## src/rtl/guess_commit_ctrl_pkg.sv

```systemverilog
// Shared constants and state encoding for the guess commit sequencer.
package guess_commit_ctrl_pkg;

    localparam int unsigned max_pins_count   = 20;
    localparam int unsigned max_guesses      = 99;
    localparam int unsigned ram_hints_offset = max_pins_count * max_guesses;
    localparam int unsigned hint_stride      = 2;

    localparam int unsigned GC_STATE_W = 4;

    typedef logic [GC_STATE_W-1:0] GC_STATE_NAME;

    localparam GC_STATE_NAME GC_IDLE   = 4'd0;
    localparam GC_STATE_NAME GC_CHECK  = 4'd1;
    localparam GC_STATE_NAME GC_REJECT = 4'd2;
    localparam GC_STATE_NAME GC_UPLOAD = 4'd3;
    localparam GC_STATE_NAME GC_GREEN  = 4'd4;
    localparam GC_STATE_NAME GC_YELLOW = 4'd5;
    localparam GC_STATE_NAME GC_HINT_G = 4'd6;
    localparam GC_STATE_NAME GC_HINT_Y = 4'd7;
    localparam GC_STATE_NAME GC_DONE   = 4'd8;

    // Clamp a requested pin count to the number of physical pin slots.
    function automatic logic [7:0] clamp_pins(input logic [7:0] p, input logic [7:0] lim);
        return (p > lim) ? lim : p;
    endfunction

endpackage

```

## src/rtl/guess_commit_ctrl_pin_match_scanner.sv

```systemverilog
// Serial green/yellow scorer: walks the pins one step per cycle under FSM control.
module pin_match_scanner
    import guess_commit_ctrl_pkg::*;
#(
    parameter int unsigned MAX_PINS = max_pins_count,
    parameter int unsigned COLOR_W  = 8,
    parameter int unsigned IDX_W    = 5
) (
    input  logic                        clk,
    input  logic                        reset,
    input  logic                        clear,
    input  logic                        step,
    input  logic                        phase,
    input  logic [IDX_W-1:0]            last_idx,
    input  logic [MAX_PINS*COLOR_W-1:0] guess,
    input  logic [MAX_PINS*COLOR_W-1:0] secret,
    output logic                        last_c,
    output logic [7:0]                  green,
    output logic [7:0]                  yellow
);

    logic [COLOR_W-1:0]  guess_pin  [MAX_PINS];
    logic [COLOR_W-1:0]  secret_pin [MAX_PINS];
    logic [IDX_W-1:0]    idx_i;
    logic [IDX_W-1:0]    idx_j;
    logic [MAX_PINS-1:0] analyzed_guess;
    logic [MAX_PINS-1:0] analyzed_secret;

    logic at_last_i_c;
    logic at_last_j_c;
    logic green_hit_c;
    logic yellow_hit_c;
    logic advance_c;

    for (genvar k = 0; k < int'(MAX_PINS); k++) begin : g_unpack
        assign guess_pin[k]  = guess[k*COLOR_W +: COLOR_W];
        assign secret_pin[k] = secret[k*COLOR_W +: COLOR_W];
    end

    // Per-step match decisions for the current (i, j) pair.
    always_comb begin
        at_last_i_c  = (idx_i == last_idx);
        at_last_j_c  = (idx_j == last_idx);
        green_hit_c  = (guess_pin[idx_i] == secret_pin[idx_i]);
        yellow_hit_c = !analyzed_guess[idx_i] && !analyzed_secret[idx_j] &&
                       (secret_pin[idx_j] == guess_pin[idx_i]);
        advance_c    = phase ? (analyzed_guess[idx_i] || yellow_hit_c || at_last_j_c) : 1'b1;
        last_c       = step && at_last_i_c && advance_c;
    end

    // Counters and analyzed flags; cleared on commit acceptance.
    always_ff @(posedge clk or posedge reset) begin
        if (reset) begin
            idx_i           <= '0;
            idx_j           <= '0;
            analyzed_guess  <= '0;
            analyzed_secret <= '0;
            green           <= 8'd0;
            yellow          <= 8'd0;
        end else if (clear) begin
            idx_i           <= '0;
            idx_j           <= '0;
            analyzed_guess  <= '0;
            analyzed_secret <= '0;
            green           <= 8'd0;
            yellow          <= 8'd0;
        end else if (step) begin
            if (!phase) begin
                if (green_hit_c) begin
                    analyzed_guess[idx_i]  <= 1'b1;
                    analyzed_secret[idx_i] <= 1'b1;
                    green                  <= green + 8'd1;
                end
            end else if (yellow_hit_c) begin
                analyzed_guess[idx_i]  <= 1'b1;
                analyzed_secret[idx_j] <= 1'b1;
                yellow                 <= yellow + 8'd1;
            end
            if (advance_c) begin
                idx_i <= at_last_i_c ? '0 : idx_i + IDX_W'(1);
                idx_j <= '0;
            end else begin
                idx_j <= idx_j + IDX_W'(1);
            end
        end
    end

endmodule

```

## src/rtl/guess_commit_ctrl.sv

```systemverilog
// Guess commit sequencer: uploads the guess row, scores it, writes the hints.
// Optional build macro GUESS_COMMIT_HINT_WRITE_EN enables the hint-region writes.
module guess_commit_ctrl
    import guess_commit_ctrl_pkg::*;
#(
    parameter int unsigned MAX_PINS    = max_pins_count,
    parameter int unsigned MAX_GUESSES = max_guesses,
    parameter int unsigned COLOR_W     = 8,
    parameter int unsigned ADDR_W      = 12
) (
    input  logic                        clk,
    input  logic                        reset,
    input  logic                        start,
    input  logic [7:0]                  pins_count,
    input  logic [7:0]                  guessed_count,
    input  logic [MAX_PINS*COLOR_W-1:0] guess,
    input  logic [MAX_PINS*COLOR_W-1:0] secret,
    output logic                        busy,
    output logic                        done,
    output logic                        overflow,
    output logic [7:0]                  green,
    output logic [7:0]                  yellow,
    output logic                        ram_req,
    input  logic                        ram_gnt,
    output logic                        ram_we,
    output logic [ADDR_W-1:0]           ram_addr,
    output logic [COLOR_W-1:0]          ram_wdata
);

    localparam int unsigned IDX_W = (MAX_PINS > 1) ? $clog2(MAX_PINS) : 1;

`ifdef GUESS_COMMIT_HINT_WRITE_EN
    localparam GC_STATE_NAME POST_SCAN = GC_HINT_G;
`else
    localparam GC_STATE_NAME POST_SCAN = GC_DONE;
`endif

    GC_STATE_NAME state;
    GC_STATE_NAME next_state;

    logic [MAX_PINS*COLOR_W-1:0] guess_q;
    logic [MAX_PINS*COLOR_W-1:0] secret_q;
    logic [7:0]                  p_eff_q;
    logic [7:0]                  g_q;
    logic [ADDR_W-1:0]           row_base_q;
    logic [ADDR_W-1:0]           hint_base_q;
    logic [IDX_W-1:0]            upl_idx;
    logic [IDX_W-1:0]            upl_idx_d;
    logic [COLOR_W-1:0]          guess_pin [MAX_PINS];

    logic                        accept_c;
    logic [7:0]                  p_eff_c;
    logic [IDX_W-1:0]            last_idx;
    logic                        scan_step;
    logic                        scan_phase;
    logic                        scan_last_c;

    logic                        busy_d;
    logic                        done_d;
    logic                        overflow_d;
    logic                        ram_req_d;
    logic [ADDR_W-1:0]           ram_addr_d;
    logic [COLOR_W-1:0]          ram_wdata_d;

    for (genvar k = 0; k < int'(MAX_PINS); k++) begin : g_unpack
        assign guess_pin[k] = guess_q[k*COLOR_W +: COLOR_W];
    end

    assign accept_c = (state == GC_IDLE) && start;
    assign p_eff_c  = clamp_pins(pins_count, 8'(MAX_PINS));
    assign last_idx = IDX_W'(p_eff_q - 8'd1);
    assign ram_we   = ram_req;

    pin_match_scanner #(
        .MAX_PINS (MAX_PINS),
        .COLOR_W  (COLOR_W),
        .IDX_W    (IDX_W)
    ) u_scanner (
        .clk      (clk),
        .reset    (reset),
        .clear    (accept_c),
        .step     (scan_step),
        .phase    (scan_phase),
        .last_idx (last_idx),
        .guess    (guess_q),
        .secret   (secret_q),
        .last_c   (scan_last_c),
        .green    (green),
        .yellow   (yellow)
    );

    // Next state plus next values of the registered outputs.
    always_comb begin
        next_state  = state;
        upl_idx_d   = upl_idx;
        scan_step   = 1'b0;
        scan_phase  = 1'b0;
        ram_addr_d  = ram_addr;
        ram_wdata_d = ram_wdata;

        case (state)
            GC_IDLE: begin
                if (start) next_state = GC_CHECK;
            end
            GC_CHECK: begin
                if (g_q >= 8'(MAX_GUESSES)) begin
                    next_state = GC_REJECT;
                end else if (p_eff_q == 8'd0) begin
                    next_state = POST_SCAN;
                end else begin
                    next_state = GC_UPLOAD;
                    upl_idx_d  = '0;
                end
            end
            // Rejected commits take a fixed extra cycle before the done pulse.
            GC_REJECT: next_state = GC_DONE;
            GC_UPLOAD: begin
                if (ram_gnt) begin
                    if (upl_idx == last_idx) begin
                        next_state = GC_GREEN;
                        upl_idx_d  = '0;
                    end else begin
                        upl_idx_d = upl_idx + IDX_W'(1);
                    end
                end
            end
            GC_GREEN: begin
                scan_step = 1'b1;
                if (scan_last_c) next_state = GC_YELLOW;
            end
            GC_YELLOW: begin
                scan_step  = 1'b1;
                scan_phase = 1'b1;
                if (scan_last_c) next_state = POST_SCAN;
            end
            GC_HINT_G: begin
                if (ram_gnt) next_state = GC_HINT_Y;
            end
            GC_HINT_Y: begin
                if (ram_gnt) next_state = GC_DONE;
            end
            GC_DONE: next_state = GC_IDLE;
            default: next_state = GC_IDLE;
        endcase

        case (next_state)
            GC_UPLOAD: begin
                ram_addr_d  = row_base_q + ADDR_W'(upl_idx_d);
                ram_wdata_d = guess_pin[upl_idx_d];
            end
            GC_HINT_G: begin
                ram_addr_d  = hint_base_q;
                ram_wdata_d = COLOR_W'(green);
            end
            GC_HINT_Y: begin
                ram_addr_d  = hint_base_q + ADDR_W'(1);
                ram_wdata_d = COLOR_W'(yellow);
            end
            default: ;
        endcase

        ram_req_d  = (next_state == GC_UPLOAD) || (next_state == GC_HINT_G) ||
                     (next_state == GC_HINT_Y);
        busy_d     = (next_state != GC_IDLE);
        done_d     = (next_state == GC_DONE);
        overflow_d = (next_state == GC_DONE) && (state == GC_REJECT);
    end

    // State, snapshot and output registers.
    always_ff @(posedge clk or posedge reset) begin
        if (reset) begin
            state       <= GC_IDLE;
            upl_idx     <= '0;
            guess_q     <= '0;
            secret_q    <= '0;
            p_eff_q     <= 8'd0;
            g_q         <= 8'd0;
            row_base_q  <= '0;
            hint_base_q <= '0;
            busy        <= 1'b0;
            done        <= 1'b0;
            overflow    <= 1'b0;
            ram_req     <= 1'b0;
            ram_addr    <= '0;
            ram_wdata   <= '0;
        end else begin
            state     <= next_state;
            upl_idx   <= upl_idx_d;
            busy      <= busy_d;
            done      <= done_d;
            overflow  <= overflow_d;
            ram_req   <= ram_req_d;
            ram_addr  <= ram_addr_d;
            ram_wdata <= ram_wdata_d;
            if (accept_c) begin
                guess_q     <= guess;
                secret_q    <= secret;
                p_eff_q     <= p_eff_c;
                g_q         <= guessed_count;
                row_base_q  <= ADDR_W'(guessed_count) * ADDR_W'(p_eff_c);
                hint_base_q <= ADDR_W'(ram_hints_offset) +
                               ADDR_W'(guessed_count) * ADDR_W'(hint_stride);
            end
        end
    end

endmodule

```

## config.mk

```make
export PLATFORM = sky130hd
export DESIGN_NAME = guess_commit_ctrl
export DESIGN_NICKNAME = d
export VERILOG_FILES = /design/src/rtl/guess_commit_ctrl_pkg.sv /design/src/rtl/guess_commit_ctrl_pin_match_scanner.sv /design/src/rtl/guess_commit_ctrl.sv
export SDC_FILE = /design/constraint.sdc
export NUM_CORES = 2
export LEC_CHECK = 0
export CORE_MARGIN = 2
export CORE_UTILIZATION = 60
export DETAILED_ROUTE_END_ITERATION = 8
export GPL_TIMING_DRIVEN = 1
export PLACE_DENSITY = 0.87
export SLEW_MARGIN = 10
export SYNTH_ARGS = -nofsm -noshare
export SYNTH_HDL_FRONTEND = slang
export SYNTH_HIERARCHICAL = 1
export SYNTH_SLANG_ARGS = --single-unit
```

## constraint.sdc

```tcl
create_clock -name clk -period 47.9 [get_ports clk]
set_input_delay 14.37 -clock clk [delete_from_list [all_inputs] [get_ports clk]]
set_output_delay 14.37 -clock clk [all_outputs]
set_load 0.02 [all_outputs]
```

Yosys cells after proc, flatten, opt, wreduce, memory -nomap -nowiden. Index checks and enable logic that the tools add are counted.

Flip-flop bits (word level): 459. Output and inout bits: 41.

$add $sub $neg: 9. $mul: 1. $lt $le $gt $ge: 9. Equal/unequal tests: 18. Muxes and demuxes: 66. Bitwise logic cells: 6. Reductions and logical operators: 29.

Operators with widths (number): 20-bit two-way mux (10); 8-bit binary-select mux with 5-bit select (4); 8-bit two-way mux (17); 20-bit OR (3); 5-bit two-way mux (11); 4-bit two-way mux (9); 12-bit case mux with 3 select lines (1); 4-bit case mux with 8 select lines (1); 4-bit by 3-bit == test with 1-bit output (second input constant) (6); 8-bit case mux with 3 select lines (1); 6-bit >= comparator (second input constant) (3); 5-bit NOT with 6-bit output (3); 8-bit by 1-bit adder with 8-bit output (second input constant) (2); 8-bit == test (2); 5-bit by 1-bit adder with 5-bit output (second input constant) (3); 5-bit == test (3); 11-bit by 9-bit adder with 12-bit output (first input constant) (1); 12-bit by 1-bit adder with 12-bit output (second input constant) (1); 12-bit by 5-bit adder with 12-bit output (1); 4-bit by 2-bit == test with 1-bit output (second input constant) (3); 5-bit by 6-bit < comparator with 1-bit output (second input constant) (2); 8-bit by 8-bit multiplier with 12-bit output (1); 1-bit binary-select mux with 5-bit select (2); 1-bit demux with 5-bit select (2); other kinds (21) (46).

Logic depth before layout (Yosys ltp).
Word-level depth: 15. Mapped depth: 22. Mapped depth without buffers: 19.

Modules after synthesis. Netlist, hierarchy kept.

Modules (own cells, without submodules): guess_commit_ctrl (instances 1, cells an instance 2190, area each 18600.3 µm², sequential area each 9784.4 µm²); pin_match_scanner (instances 1, cells an instance 752, area each 7968.9 µm², sequential area each 1651.6 µm²).

Least setup slack after synthesis. Ideal clock, no wire load.

Kind: input -> register. Start point: input port pins_count[6]. End point: register row_base_q[11]. Setup time: 0.135 ns. Data arrival time: 18.502 ns. Path slack: 29.264 ns. Stages: 18. Cells stage by stage: nor4_1 -> clkbuf_1 -> nor2_1 -> fa_1 -> fa_1 -> inv_1 -> fa_1 -> fa_1 -> inv_1 -> ha_1 -> o21ai_0 -> a21boi_0 -> o21ai_0 -> nand2b_1 -> a21o_1 -> a21oi_1 -> xnor2_1 -> o21ai_0.

Word-level cells in the longest chain between the ends: 3.

Ends and longest elaborated chain: start, declared (line guess_commit_ctrl.sv:14) `input logic [7:0] pins_count,`; 8-bit by 5-bit greater-than comparator with 1-bit output (line guess_commit_ctrl_pkg.sv:25) `return (p > lim) ? lim : p;`; 8-bit two-way mux * (line guess_commit_ctrl_pkg.sv:25); 8-bit by 8-bit multiplier with 12-bit output * (line guess_commit_ctrl.sv:200) `row_base_q <= ADDR_W'(guessed_count) * ADDR_W'(p_eff_c);`; end signal, assigned (line guess_commit_ctrl.sv:200); end, declared (line guess_commit_ctrl.sv:45) `logic [ADDR_W-1:0] row_base_q;`.

Mark *: on every way between the ends. The rest lies on a longest branch, timed or not. A chain may end at the register's enable or synchronous reset.

Worst setup path after layout. Ends and elaborated chain as after synthesis.

==> key figures <==
Status
  – Status: completed

Logic synthesis
  – Post-synthesis average cell area: around 9 um^2
  – Ys async rst share: 100%
  – Register area share after synthesis: 43.0%
  – Post-synthesis compound-gate area fraction: 8.77%
  – YS warnings: 6
  – Adder-Cell Fraction of Synth Area: under 10%
  – Post-synth EDFFs: 0
  – Multiplexer area fraction after synthesis: roughly an eighth
  – Post-Syn Area: between 20000 and 30000 um^2
  – Simple-Gate Fraction of Synth Area: ~25%
  – Largest family of logic cells by synthesized area: simple AND/OR/NAND/NOR gates
  – Yosys reg bits: between 400 and 500
  – Distinct cells, synth: 100
  – Mapped Cells: ~2900
  – Post-synth top flop: dfrtp_1
  – Post-synthesis xor/xnor area fraction: 2.25%

Cells and area
  – Share of layout cells above drive strength 1: approximately 7.9%
  – Synth-to-layout area growth: 21.0%
  – Final instance count without filler cells: about 3900
  – NumNets Final: roughly 3600
  – Layout fillers: about 3100
  – Final core utilization: approximately three quarters
  – Final Cell Area: 32100 um^2

Pwr
  – P per Cell Area: around 56 nW/um^2
  – Maximum VDD drop: between 40 and 50 uV
  – Power after layout: roughly 1.8 mW
  – Net Sw Frac: between 40% and 50%
  – Sequential share of power: a little under two fifths
  – Sw Pwr: 745 uW
  – Gate power share: between 40% and 50%
  – P_int: approximately 1.1 mW
  – Clock Power Share: between 20% and 30%
  – Static Leakage: between 10 and 15 nW

GRT
  – Initial antenna violation count: 1
  – Vias in the first global route: ~25000
  – Grt total ovfl: 0
  – GRT Total Usage: ~41%
  – Largest net degree at the start of global routing: around 250
  – First-pass GRT wire length: approximately 140000 um

Critical path
  – Worst setup SP type: input port
  – Worst setup EP type: register
  – WP data required: approximately 48 ns
  – CP max stage delay: about 0.59 ns
  – Crit-path max FO: 7
  – WP data arrival: about 20 ns
  – Max stage delay cell, worst path: nor3_1
  – Most used cell, CP: fa_1
  – Worst path cell trace: clkdlybuf4s50_1, nor3_1, nand2_1, and2_1, fa_1, fa_1, inv_1, fa_1, fa_1, inv_1, ha_1, o21ai_0, a21boi_0, o21ai_0, nand2b_1, a21o_1, a21oi_1, xnor2_1, o21ai_0
  – WS Path Type: in -> reg

Timing
  – Final setup viols: 0
  – Final period demand of the worst path: around 19 ns
  – Hold Violations, Final: 0
  – Worst slew pin tran: 1.22 ns
  – Final total negative setup slack: 0 ns
  – Final slew viol count: 0
  – Setup ws final: roughly 29 ns
  – Ratio of final minimum period to clock period: between 30% and 40%
  – Relative slew slack: 18.8%
  – RSZ-0062 raised after global routing: false
  – Highest clock rate: approximately 52 MHz
  – Hold WS: about 0.49 ns
  – Clk_skew: around 0.014 ns

Clock network
  – Clock transition at the registers of the reported paths: 0.06 ns
  – Clock Sinks: approximately 460
  – CTS buffer count: 50
  – Clk Tree Root Cell: clkbuf_16
  – CTS tree: built
  – Clock buffer depth: 3
  – Post-cts sizing count: 0
  – # H-tree levels: 2
  – Post-CTS Setup Bufs: 0
  – Post-CTS Hold Fix Bufs: 0
  – Worst-skew pair later-pin latency: around 0.59 ns

Place
  – Inst Count DP: about 3800
  – Dpl cell area: 30500 um^2
  – DP Worst Slack: between 20 and 30 ns
  – HPWL Detailed: roughly 67000 um
  – GP Congestion: between 0.9 and 1
  – Port Buffers: 380

Route
  – Vias per cell: approximately 6.4
  – Post-DR wirelength/cell: ~24 um
  – Routed wire length: 93400 um
  – TritonRoute pass-1 iters: 8
  – Initial DRC count: around 3200
  – Routed via count: ~25000
  – Remaining antenna violation count: 0
  – DRC Markers: 0

Die
  – Starting Density: just over 60%
  – Die Ht: 214 um
  – Die area: approximately 46000 um^2
  – Num rows: between 70 and 80
  – Core area: between 40000 and 50000 um^2
  – Top-Level Pins: around 380
  – Die width: ~210 um

Min path
  – Tightest Hold Check Type: reg -> reg

Run
  – Max cap viols: 0
[synthesized netlist by cell type (all sizes together) (7+ instances only)]
cell type     n  area share, %
and2         27           0.64
o21ai        66            1.2
nor3         52            1.1
o22a          7           0.23
mux2i        79            3.0
nor2b        19           0.45
a21o          9           0.27
buf          81            1.9
ha           41            1.9
xnor2        40            1.4
o22ai        14           0.33
nor3b         7           0.26
a21oi        51           0.97
a32o         20           0.75
nand2      1205             17
mux4        102            8.8
a221o        11           0.41
a221oi        7           0.25
a41oi        10           0.33
mux2         13           0.55
nand3        71            1.4
a31oi        21           0.54
nor2         86            1.2
o221ai       13           0.43
nor4         14           0.47
nand4         9           0.24
nand2b        9           0.21
xor2         24           0.79
a311o         7           0.26
dfrtp       457             43
fa           32            2.4
a22oi        23           0.65
a32oi         9           0.30
clkbuf      112            1.6
inv          81            1.1
and3         26           0.61
[power by group through the flow]
stage | clock network (mW) | logic (mW) | registers (mW)
after floorplan | 0 | 0.483 | 0.636
final | 0.392 | 0.720 | 0.683
after CTS | 0.393 | 0.706 | 0.676
after global routing | 0.408 | 0.783 | 0.696
after global placement | 0 | 0.672 | 0.667
after detailed placement | 0 | 0.694 | 0.679
[path summary, 6_finish.rpt]
| path | from | endpoint | slack, ns | cells past startpoint |
|---|---|---|---|---|
| min in group asynchronous | reset | guess_q[64] | 14.44 | 2 |
| worst min-delay path | row_base_q[0] | row_base_q[0] | 0.49 | 2 |
| worst max register to register | u_scanner/idx_i[1] | ram_wdata[4] | 41.36 | 16 |
| worst max-delay path | pins_count[6] | row_base_q[11] | 28.78 | 19 |
| max in group asynchronous | reset | secret_q[33] | 31.48 | 4 |
| worst min register to register | row_base_q[0] | row_base_q[0] | 0.49 | 2 |
[per-layer routing]
layer / vias up / part of all wire [%] / track usage [%]
li1: 10500 / - / -
met1: 12000 / 35 / 50.8
met2: 1622 / 47 / 64.7
met3: 438 / 9.9 / 8.70
met4: 0 / 8.3 / 27.4
met5: - / 0 / 0
[flip-flops by register name, indices dropped and copies added, names as in the netlist, 4 cells and up]
register                   flops
u_scanner/yellow               8
p_eff_q                        8
g_q                            8
hint_base_q                   10
ram_addr                      12
upl_idx                        5
ram_wdata                      8
u_scanner/analyzed_secret     20
u_scanner/analyzed_guess      20
u_scanner/idx_j                5
guess_q                      160
row_base_q                    12
u_scanner/idx_i                5
state                          4
secret_q                     160
u_scanner/green                8
[critical path: cells and delay by family]
kind | cells | cell delay (ns)
AOI/OAI and AO/OA | 6 | 0.87
xor gates and xnor gates | 1 | 0.13
adders and majority gates | 5 | 2.28
buffers and inverters | 3 | 0.54
and+or+nand+nor | 4 | 1.35
[layout make-up]
cell class	count	area (um^2)	share of cell area, %
clock inverters	18	178	0.553
repair buffers	406	4010	12.5
inverters	82	323	1.00
clock buffers	73	1470	4.57
diodes	1	2.50	0.00779
multi-input cells	2223	14000	43.5
well taps	592	741	2.30
flip-flops and latches	457	11400	35.6
[cells by family after synthesis]
group | count (synthesis)
other | 2
AND/OR/NAND/NOR | 1553
XOR/XNOR | 65
AO/OA/AOI/OAI | 323
multiplexers | 194
adder cells (fa/ha/maj) | 73
flip-flops | 457
buffers and inverters | 275
[cell usage in the layout, fill, tap and decap left out, types with 13 or more instances in the layout]
cell type	n
nor3_1	49
o22ai_1	14
conb_1	15
a21oi_1	49
mux4_1	14
nor2b_1	19
xnor2_1	38
fa_1	32
a32o_1	20
mux2_2	13
and2_1	27
inv_1	72
nand2_1	1204
and3_1	26
mux4_2	88
o221ai_1	13
ha_1	41
buf_4	25
nor2_1	85
o21ai_0	57
xor2_1	24
mux2i_1	79
clkdlybuf4s50_1	380
a22oi_1	23
clkbuf_16	51
dfrtp_1	453
a31oi_1	19
nand3_1	68
(Power assumes the default switching activity.)
